**src/rtl/imem_loader_if.sv**
```systemverilog
// Byte-link receive handshake plus instruction-memory write port of the loader.
interface imem_loader_if;
    logic [7:0]  rx_data;
    logic        rx_valid;
    logic        rx_ready;
    logic        imem_we;
    logic [31:0] imem_addr;
    logic [31:0] imem_wdata;

    modport master (
        output rx_data, rx_valid,
        input  rx_ready, imem_we, imem_addr, imem_wdata
    );

    modport slave (
        input  rx_data, rx_valid,
        output rx_ready, imem_we, imem_addr, imem_wdata
    );
endinterface

```
**src/rtl/imem_loader.sv**
```systemverilog
// Instruction-memory loader: receives a LE 32-bit word count followed by LE
// instruction words over a byte link and writes them to memory, holding the CPU.
module imem_loader #(
    parameter logic [31:0] BASE_ADDR = 32'h0000_0000,
    parameter int unsigned DEPTH     = 1024,
    parameter int unsigned TIMEOUT   = 100000
) (
    input  logic                    clk,
    input  logic                    rst_n,
    input  logic                    load_req,
    imem_loader_if.slave            bus,
    output logic                    cpu_hold,
    output logic                    load_done,
    output logic                    load_err,
    output logic [$clog2(DEPTH):0]  words_written
);
    localparam int unsigned WW = $clog2(DEPTH) + 1;
    localparam int unsigned TW = $clog2(TIMEOUT + 1);

    typedef enum logic [2:0] {
        IDLE, LEN, DATA, WRITE, DONE, ABORT
    } state_t;

    state_t          state, state_next;
    logic [31:0]     shift_q;
    logic [31:0]     len_q;
    logic [31:0]     addr_q;
    logic [31:0]     wdata_q;
    logic [1:0]      bcnt_q;
    logic [TW-1:0]   tcnt_q;

    logic            rx_ready_c;
    logic            xfer;
    logic            last_byte;
    logic            timed_out;
    logic [31:0]     assembled;
    logic [WW-1:0]   ww_inc;

    assign rx_ready_c = (state == LEN) || (state == DATA);
    assign xfer       = bus.rx_valid && rx_ready_c;
    assign last_byte  = (bcnt_q == 2'd3);
    assign timed_out  = !xfer && (tcnt_q == TW'(TIMEOUT - 1));
    // Byte n of a group lands in [8n+7:8n] once all four have shifted in.
    assign assembled  = {bus.rx_data, shift_q[31:8]};
    assign ww_inc     = words_written + WW'(1);

    assign bus.rx_ready   = rx_ready_c;
    assign bus.imem_we    = (state == WRITE);
    assign bus.imem_addr  = addr_q;
    assign bus.imem_wdata = wdata_q;
    assign cpu_hold       = (state != IDLE);

    always_ff @(posedge clk) begin
        if (!rst_n) state <= IDLE;
        else        state <= state_next;
    end

    always_comb begin
        state_next = state;
        case (state)
            IDLE:  if (load_req) state_next = LEN;
            LEN: begin
                if (xfer && last_byte) begin
                    if (assembled == '0)               state_next = DONE;
                    else if (assembled > 32'(DEPTH))   state_next = ABORT;
                    else                               state_next = DATA;
                end else if (timed_out) begin
                    state_next = ABORT;
                end
            end
            DATA: begin
                if (xfer && last_byte) state_next = WRITE;
                else if (timed_out)    state_next = ABORT;
            end
            WRITE: state_next = (32'(ww_inc) == len_q) ? DONE : DATA;
            DONE:  state_next = IDLE;
            ABORT: state_next = IDLE;
            default: state_next = IDLE;
        endcase
    end

    always_ff @(posedge clk) begin
        if (!rst_n) begin
            shift_q       <= '0;
            len_q         <= '0;
            addr_q        <= BASE_ADDR;
            wdata_q       <= '0;
            bcnt_q        <= '0;
            tcnt_q        <= '0;
            words_written <= '0;
            load_done     <= 1'b0;
            load_err      <= 1'b0;
        end else begin
            case (state)
                IDLE: begin
                    if (load_req) begin
                        load_done     <= 1'b0;
                        load_err      <= 1'b0;
                        words_written <= '0;
                        addr_q        <= BASE_ADDR;
                        shift_q       <= '0;
                        len_q         <= '0;
                        bcnt_q        <= '0;
                        tcnt_q        <= '0;
                    end
                end
                LEN, DATA: begin
                    if (xfer) begin
                        shift_q <= assembled;
                        bcnt_q  <= bcnt_q + 2'd1;
                        tcnt_q  <= '0;
                        if (last_byte) begin
                            if (state == LEN) len_q   <= assembled;
                            else              wdata_q <= assembled;
                        end
                    end else begin
                        tcnt_q <= tcnt_q + TW'(1);
                    end
                end
                WRITE: begin
                    words_written <= ww_inc;
                    addr_q        <= addr_q + 32'd4;
                end
                default: ;
            endcase
            // Flags go high while DONE/ABORT is presented and stay until the next load.
            if (state_next == DONE)  load_done <= 1'b1;
            if (state_next == ABORT) load_err  <= 1'b1;
        end
    end
endmodule

```
**src/flat_wrapper.sv**
```systemverilog
// flat-port wrapper written by rule: the top's interface ports become plain ports
module imem_loader_flat 
#(
    parameter logic [31:0] BASE_ADDR = 32'h0000_0000,
    parameter int unsigned DEPTH     = 1024,
    parameter int unsigned TIMEOUT   = 100000
)
  (clk, rst_n, load_req, cpu_hold, load_done, load_err, words_written, bus_rx_data, bus_rx_valid, bus_rx_ready, bus_imem_we, bus_imem_addr, bus_imem_wdata);
  imem_loader_if bus_i ();
  input  logic clk;
  input  logic rst_n;
  input  logic load_req;
  output logic cpu_hold;
  output logic load_done;
  output logic load_err;
  output logic [$clog2(DEPTH):0] words_written;
  input wire logic [$bits(bus_i.rx_data)-1:0] bus_rx_data;
  input wire logic [$bits(bus_i.rx_valid)-1:0] bus_rx_valid;
  output wire logic [$bits(bus_i.rx_ready)-1:0] bus_rx_ready;
  output wire logic [$bits(bus_i.imem_we)-1:0] bus_imem_we;
  output wire logic [$bits(bus_i.imem_addr)-1:0] bus_imem_addr;
  output wire logic [$bits(bus_i.imem_wdata)-1:0] bus_imem_wdata;
  assign bus_i.rx_data = bus_rx_data;
  assign bus_i.rx_valid = bus_rx_valid;
  assign bus_rx_ready = bus_i.rx_ready;
  assign bus_imem_we = bus_i.imem_we;
  assign bus_imem_addr = bus_i.imem_addr;
  assign bus_imem_wdata = bus_i.imem_wdata;
  imem_loader #(.BASE_ADDR(BASE_ADDR), .DEPTH(DEPTH), .TIMEOUT(TIMEOUT)) u_core (.clk(clk), .rst_n(rst_n), .load_req(load_req), .bus(bus_i), .cpu_hold(cpu_hold), .load_done(load_done), .load_err(load_err), .words_written(words_written));
endmodule
```
**config.mk**
```make
export PLATFORM = sky130hd
export DESIGN_NAME = imem_loader_flat
export DESIGN_NICKNAME = d
export VERILOG_FILES = /design/src/rtl/imem_loader_if.sv /design/src/rtl/imem_loader.sv /design/src/flat_wrapper.sv
export SDC_FILE = /design/constraint.sdc
export NUM_CORES = 1
export LEC_CHECK = 0
export BUFFER_PORTS_ARGS = -buffer_cell sky130_fd_sc_hd__buf_2
export CAP_MARGIN = 10
export CORE_MARGIN = 2
export CORE_UTILIZATION = 50
export DETAILED_ROUTE_END_ITERATION = 8
export PLACE_DENSITY = 0.77
export SLEW_MARGIN = 30
export SYNTH_ARGS = -nofsm -noshare
export SYNTH_HDL_FRONTEND = slang
export SYNTH_SLANG_ARGS = --single-unit
```
**constraint.sdc**
```tcl
create_clock -name clk -period 2.6 [get_ports clk]
set_clock_uncertainty 0.05 [all_clocks]
set_input_delay 0 -clock clk [delete_from_list [all_inputs] [get_ports clk]]
set_output_delay 0 -clock clk [all_outputs]
set_load 0.05 [all_outputs]
```
==> impl_metrics.json, run 1 <==
{
  "final_util": 0.603,
  "syn_area_per_cell_um2": 8.29,
  "wl_per_cell_um": 15.5,
  "yosysWarnings": 0,
  "die_area_um2": 14400,
  "cts_resized": 0,
  "die-height_um": 120,
  "arrival_ns": 2.63,
  "hold_class": "in -> reg",
  "io_pins": 92,
  "slew_viol_final": 0,
  "ys_seq_area_frac": 0.456,
  "cp_num_buf_inv": 0,
  "outcome": "complete, no violations",
  "synth_flop_cell": "dfxtp_1",
  "root_buffer": "clkbuf_16",
  "drive_above_1_share": 0.167,
  "synth_edf_count": 0,
  "tns_ns": 0,
  "yosysUniqueCellTypes": 61,
  "post_cts_buffers": 0,
  "clk_latency_ns": 0.42,
  "antenna_found_initial": 0,
  "cp_max_fo": 8,
  "grt_max_degree": 52,
  "hpwl_um": 11000,
  "grt_pass1_wl_um": 27700,
  "overflow": 0,
  "crit_chain": "ha_1 -> nand3_1 -> nor3_1 -> xnor2_1 -> o2111ai_1 -> o31a_1 -> o31ai_2",
  "fp.coreArea_um2": 13200,
  "worstSetupEndpointType": "flop",
  "path_class": "reg -> reg",
  "cp_slowest_cell": "dfxtp_1",
  "finalNetCount": 903,
  "hold_viol": 0,
  "detail_route.vias_per_cell": 5.74,
  "cts_tree": "yes",
  "clk_pin_slew_ns": 0.06,
  "synth_top_area_frac": 0.456,
  "route.detailed.drc": 0,
  "power.density_cell_area_nw_per_um2": 632,
  "cp.required_ns": 2.89,
  "clkSinkCount": 153,
  "cts_buffers": 17,
  "synth_area_leaders": "dfxtp_1, nand2_1, nand3_1",
  "htreeDepth": 4,
  "dr.pass1.iters": 5,
  "fmaxAchievable_ghz": 0.426,
  "io_buffers": 89,
  "cp_slowest_stage_delay_ns": 0.47,
  "finalSetupViolations": 0,
  "gp_congestion": 0.830,
  "worst_pin_slew_ns": 0.642,
  "syn_area_um2": 6720,
  "synthToLayoutAreaGrowth_pct": 18.4,
  "maxCapViolCount": 0,
  "first_global_vias": 5548,
  "drt-initial-drc-count": 511,
  "synth_seq_cells": 153,
  "vias": 6173,
  "start_util": 0.510,
  "fp.dieW_um": 120,
  "nFillCells": 1171,
  "synthCells": 811,
  "synth_top_cell_by_area": "dfxtp_1",
  "rsz0062_at_grt": "no",
  "rows": 42,
  "crit_family": "compound AO/OA/AOI/OAI gates",
  "startpoint_type": "flop",
  "grt_usage": 0.237,
  "routed_wl_um": 16700,
  "clockBufferDepth": 2,
  "peakVddDrop_mv": 0.446,
  "async_reset_ff_frac": 0,
  "antenna_left": 0,
  "diodes": 0,
  "layout_min_cycle_time_ns": 2.35,
  "slew_headroom": 0.571,
  "p_leak_nw": 3.03,
  "period_share": 0.903
}
==> path summary, 6_finish.rpt <==
| check | from | end | slack (ns) | cells past startpoint |
|---|---|---|---|---|
| min reg2reg | u_core.bus.imem_wdata[10] | u_core.bus.imem_wdata[10] | 0.40 | 2 |
| min | load_req | u_core.bus.imem_addr[4] | 0.05 | 4 |
| max reg2reg | u_core.words_written[0] | u_core.load_done | 0.25 | 7 |
| max | u_core.words_written[0] | u_core.load_done | 0.25 | 7 |
==> stage by stage <==
stage                     area (µm²)  power (mW)  hold WS (ns)  setup slack (ns)  cells
after floorplan                 6730        2.57        0.0757            0.0502    812
after detailed placement        7280        2.64         0.222             0.303   1034
after global placement          7270        2.64         0.214             0.314   1034
after CTS                       7960        5.05        0.0313             0.272   1076
after global routing            7960        5.20        0.0730            0.0789   1076
final                           7960        5.03        0.0473             0.252   1076
==> sequential cells by signal, summed over array words and instances (netlist names) <==
| register | count |
|---|---|
| u_core.load_err | 1 |
| u_core.bcnt_q | 2 |
| u_core.shift_q | 24 |
| u_core.bus.imem_addr | 30 |
| u_core.load_done | 1 |
| u_core.state | 3 |
| u_core.tcnt_q | 17 |
| u_core.len_q | 32 |
| u_core.bus.imem_wdata | 32 |
| u_core.words_written | 11 |
==> per-layer routing <==
layer / vias up / track usage / wire length [µm]
met1: 2931 / 0.322 / 7730
li1: 3023 / - / -
met2: 198 / 0.370 / 7750
met3: 21 / 0.0566 / 1010
met4: 0 / 0.0772 / 240
met5: - / 0 / 0
==> kinds of logic (layout without fill, tap and decap cells) <==
| logic type | after synthesis | in the layout | share of synthesized area |
|---|---|---|---|
| simple gates | 374 | 374 | 0.271 |
| compound gates | 181 | 181 | 0.179 |
| flops | 153 | 153 | 0.456 |
| buf+inv | 62 | 150 | 0.0376 |
| xor+xnor | 30 | 30 | 0.0391 |
| mux | 6 | 6 | 0.00968 |
| fa+ha+maj | 4 | 4 | 0.00745 |
| other cells | 1 | 2 | 0.000558 |
==> synth_stat cells, types with 9 or more instances <==
| master | instances |
|---|---|
| and3_1 | 10 |
| o21ai_0 | 21 |
| nand4_1 | 19 |
| a21boi_0 | 15 |
| clkbuf_1 | 40 |
| or3_1 | 10 |
| and2_1 | 9 |
| nor4_1 | 15 |
| xor2_1 | 16 |
| a22o_1 | 24 |
| a21boi_1 | 15 |
| a21oi_1 | 70 |
| nor3_1 | 15 |
| nand3_1 | 74 |
| nor2_1 | 48 |
| xnor2_1 | 14 |
| nand2_1 | 143 |
| dfxtp_1 | 153 |
==> where the power goes <==
part | total, mW | leakage [nW] | internal, mW | switching, mW
clock | 2.43 | 0.272 | 1.42 | 1.01
combinational | 0.228 | 1.53 | 0.0628 | 0.166
sequential | 2.37 | 1.23 | 2.36 | 0.0168
total | 5.03 | 3.03 | 3.84 | 1.19
==> layout by cell type (no fill, tap or decap), drive strengths merged, types with 3 or more instances in the layout <==
master / count
dfxtp: 153
nand2: 143
buf: 102
nand3: 74
a21oi: 70
nor2: 48
a21boi: 30
a22o: 24
o21ai: 23
nand4: 20
clkbuf: 19
xor2: 16
nor3: 16
nor4: 15
xnor2: 14
or3: 10
and3: 10
dlygate4sd3: 10
and2: 9
inv: 9
nor2b: 8
a31oi: 7
and4: 6
o31ai: 5
mux2: 4
o21a: 4
ha: 4
clkinvlp: 4
a311oi: 4
clkinv: 4
o2111ai: 3
or2: 3
==> worst min-delay path, cell delays in order <==
cell and delay, ns:
buf_2 0.12, nand2_1 0.09, nand2_1 0.18, nor2_1 0.07
==> final cells by class <==
type / instances / area [µm²] / share of cell area
Clock buffer: 19 / 433 / 0.0544
Clock inverter: 13 / 146 / 0.0184
Inverter: 6 / 22.5 / 0.00283
Multi-Input combinational cell: 597 / 3430 / 0.431
Sequential cell: 153 / 3060 / 0.385
Tap cell: 176 / 220 / 0.0277
Timing Repair Buffer: 112 / 643 / 0.0808
==> timing repair <==
| item | in CTS | in global routing |
|---|---|---|
| hold endpoints to repair | 27 | 0 |
| hold buffers | 10 | 0 |
| setup endpoints to repair | 0 | 0 |
No activity file was read; power rests on OpenSTA's default activity.
==> run 2, diff against run 1 <==
--- a/config.mk
+++ b/config.mk
@@ -8,9 +8,10 @@
 export BUFFER_PORTS_ARGS = -buffer_cell sky130_fd_sc_hd__buf_2
 export CAP_MARGIN = 10
 export CORE_MARGIN = 2
-export CORE_UTILIZATION = 50
+export CORE_UTILIZATION = 40
 export DETAILED_ROUTE_END_ITERATION = 8
-export PLACE_DENSITY = 0.77
+export PLACE_DENSITY = 0.65
+export REMOVE_ABC_BUFFERS = 1
 export SLEW_MARGIN = 30
 export SYNTH_ARGS = -nofsm -noshare
 export SYNTH_HDL_FRONTEND = slang
==> impl_metrics.json, run 2 (synthesis gave the netlist of run 1 again) <==
{
  "p_clk_frac": 0.469,
  "fin_cells": 1121,
  "power_switching_mw": 1.21,
  "placed_cells": 1080,
  "fmaxAchievable_ghz": 0.441,
  "diodes": 0,
  "cts_tree": "yes",
  "gp_congestion": 0.813,
  "die_area_um2": 17900,
  "final_cell_mix": "dfxtp_1, nand2_1, buf_2",
  "total_power_mw": 4.91,
  "place_area_um2": 7350,
  "finalSetupViolations": 0,
  "clkSinkCount": 153,
  "crit_start": "u_core.words_written[1]",
  "detail_route.vias_per_cell": 5.39,
  "seqPwrFrac": 0.483,
  "route.detailed.drc": 0,
  "fp.coreArea_um2": 16500,
  "r2r-start": "u_core.words_written[1]",
  "power.density_cell_area_nw_per_um2": 614,
  "drive_above_1_share": 0.169,
  "clk_pin_slew_ns": 0.06,
  "final_common_cell": "dfxtp_1",
  "combPwrFrac": 0.048,
  "routed_wl_um": 17000,
  "arrival_ns": 2.56,
  "dr.pass1.iters": 4,
  "layout_min_cycle_time_ns": 2.27,
  "htreeDepth": 4,
  "hold_class": "in -> reg",
  "synthToLayoutAreaGrowth_pct": 19.0,
  "start_util": 0.407,
  "rows": 47,
  "root_buffer": "clkbuf_16",
  "multi_input_area_um2": 3430,
  "antenna_left": 0,
  "finalNetCount": 905,
  "worstSetupEndpoint": "u_core.load_done",
  "cp.required_ns": 2.89,
  "wl_per_cell_um": 15.2,
  "outcome": "complete, no violations",
  "cp_slowest_stage_delay_ns": 0.41,
  "slew_headroom": 0.592,
  "drt-initial-drc-count": 402,
  "rsz0062_at_grt": "no",
  "cp_slowest_cell": "dfxtp_1",
  "nFillCells": 1609,
  "hold_ws_ns": 0.0705,
  "grt_pass1_wl_um": 28200,
  "path_class": "reg -> reg",
  "clk_latency_ns": 0.43,
  "power.internal_mw": 3.70,
  "p_leak_nw": 3.04,
  "post_cts_buffers": 0,
  "die-height_um": 134,
  "switching_share": 0.246,
  "final_util": 0.484,
  "maxCapViolCount": 0,
  "cts_buffers": 17,
  "peakVddDrop_mv": 0.460,
  "antenna_found_initial": 0,
  "r2r_end": "u_core.load_done",
  "vias": 6039,
  "worstSetupEndpointType": "flop",
  "hold_viol": 0,
  "io_buffers": 89,
  "first_global_vias": 5676,
  "cp_max_fo": 7,
  "grt_max_degree": 41,
  "r2r_cells": 7,
  "startpoint_type": "flop",
  "crit_chain": "ha_1 -> nand3_1 -> nor3_1 -> xnor2_1 -> o2111ai_1 -> o31a_1 -> o31ai_2",
  "clockBufferDepth": 2,
  "fp.dieW_um": 134,
  "period_share": 0.871,
  "reg2reg_slack_ns": 0.33,
  "worst_pin_slew_ns": 0.612,
  "slew_viol_final": 0,
  "finish.instance_area_um2": 8000,
  "overflow": 0,
  "hpwl_um": 11200,
  "grt_usage": 0.195,
  "io_pins": 92,
  "regArea_um2": 3060
}
-- run 2: cell count changes in the layout (fill, tap and decap cells not counted), sizes merged --
| cell | delta |
|---|---|
| bufinv | -2 |
| inv | +1 |
| clkinv | +2 |
| clkinvlp | -3 |
| clkbuf | +1 |
| buf | +2 |
-- run 2: timing repair --
action                     in CTS  in global routing
setup endpoints to repair       0                  0
gates resized for setup         0                  0
hold buffers                   10                  0
hold endpoints to repair       29                  0
-- run 2: per-layer routing --
metal | GRT usage | up-vias | wire [µm]
met5 | 0 | - | 0
met4 | 0.0727 | 0 | 298
met3 | 0.0460 | 21 | 835
met2 | 0.301 | 145 | 7510
met1 | 0.265 | 2844 | 8340
li1 | - | 3029 | -
-- run 2: cell type report --
cell class	instances	area share
Sequential cell	153	0.383
Clock inverter	11	0.0113
Tap cell	220	0.0344
Clock buffer	20	0.0571
Multi-Input combinational cell	597	0.429
Inverter	6	0.00282
Timing Repair Buffer	114	0.0823
-- run 2: metrics by stage --
step                setup WS [ns]  setup TNS (ns)
floorplan                   -1.77          -89.44
global placement            0.349               0
detailed placement          0.333               0
CTS                         0.322               0
global route                0.156               0
finish                      0.335               0
-- run 2: critical path, delay by kind of cell, from the launching register on --
| family | cells | cell delay, ns |
|---|---|---|
| xor gates and xnor gates | 1 | 0.17 |
| DFF | 1 | 0.41 |
| adders and majority gates | 1 | 0.34 |
| and+or+nand+nor | 2 | 0.54 |
| AOI/OAI and AO/OA | 3 | 0.69 |
-- run 2: power by group through the flow --
stage                     Sequential, mW  Combinational, mW  Clock [mW]
after CTS                           2.37              0.234        2.35
after floorplan                     2.42              0.124           0
after detailed placement            2.43              0.222           0
after global routing                2.37              0.255        2.47
final                               2.37              0.234        2.30
after global placement              2.43              0.223           0
-- run 2: worst min path at each step --
stage	start	to	slack, ns	cells past startpoint
2_1_floorplan	rst_n	u_core.bus.imem_addr[24]	0.07	1
3_3_place_gp	bus_rx_data[3]	u_core.shift_q[27]	0.22	2
3_5_place_dp	bus_rx_data[3]	u_core.shift_q[27]	0.23	2
4_1_cts	load_req	u_core.tcnt_q[1]	0.06	4
5_1_grt	load_req	u_core.tcnt_q[1]	0.10	4
6_report	load_req	u_core.tcnt_q[1]	0.07	4
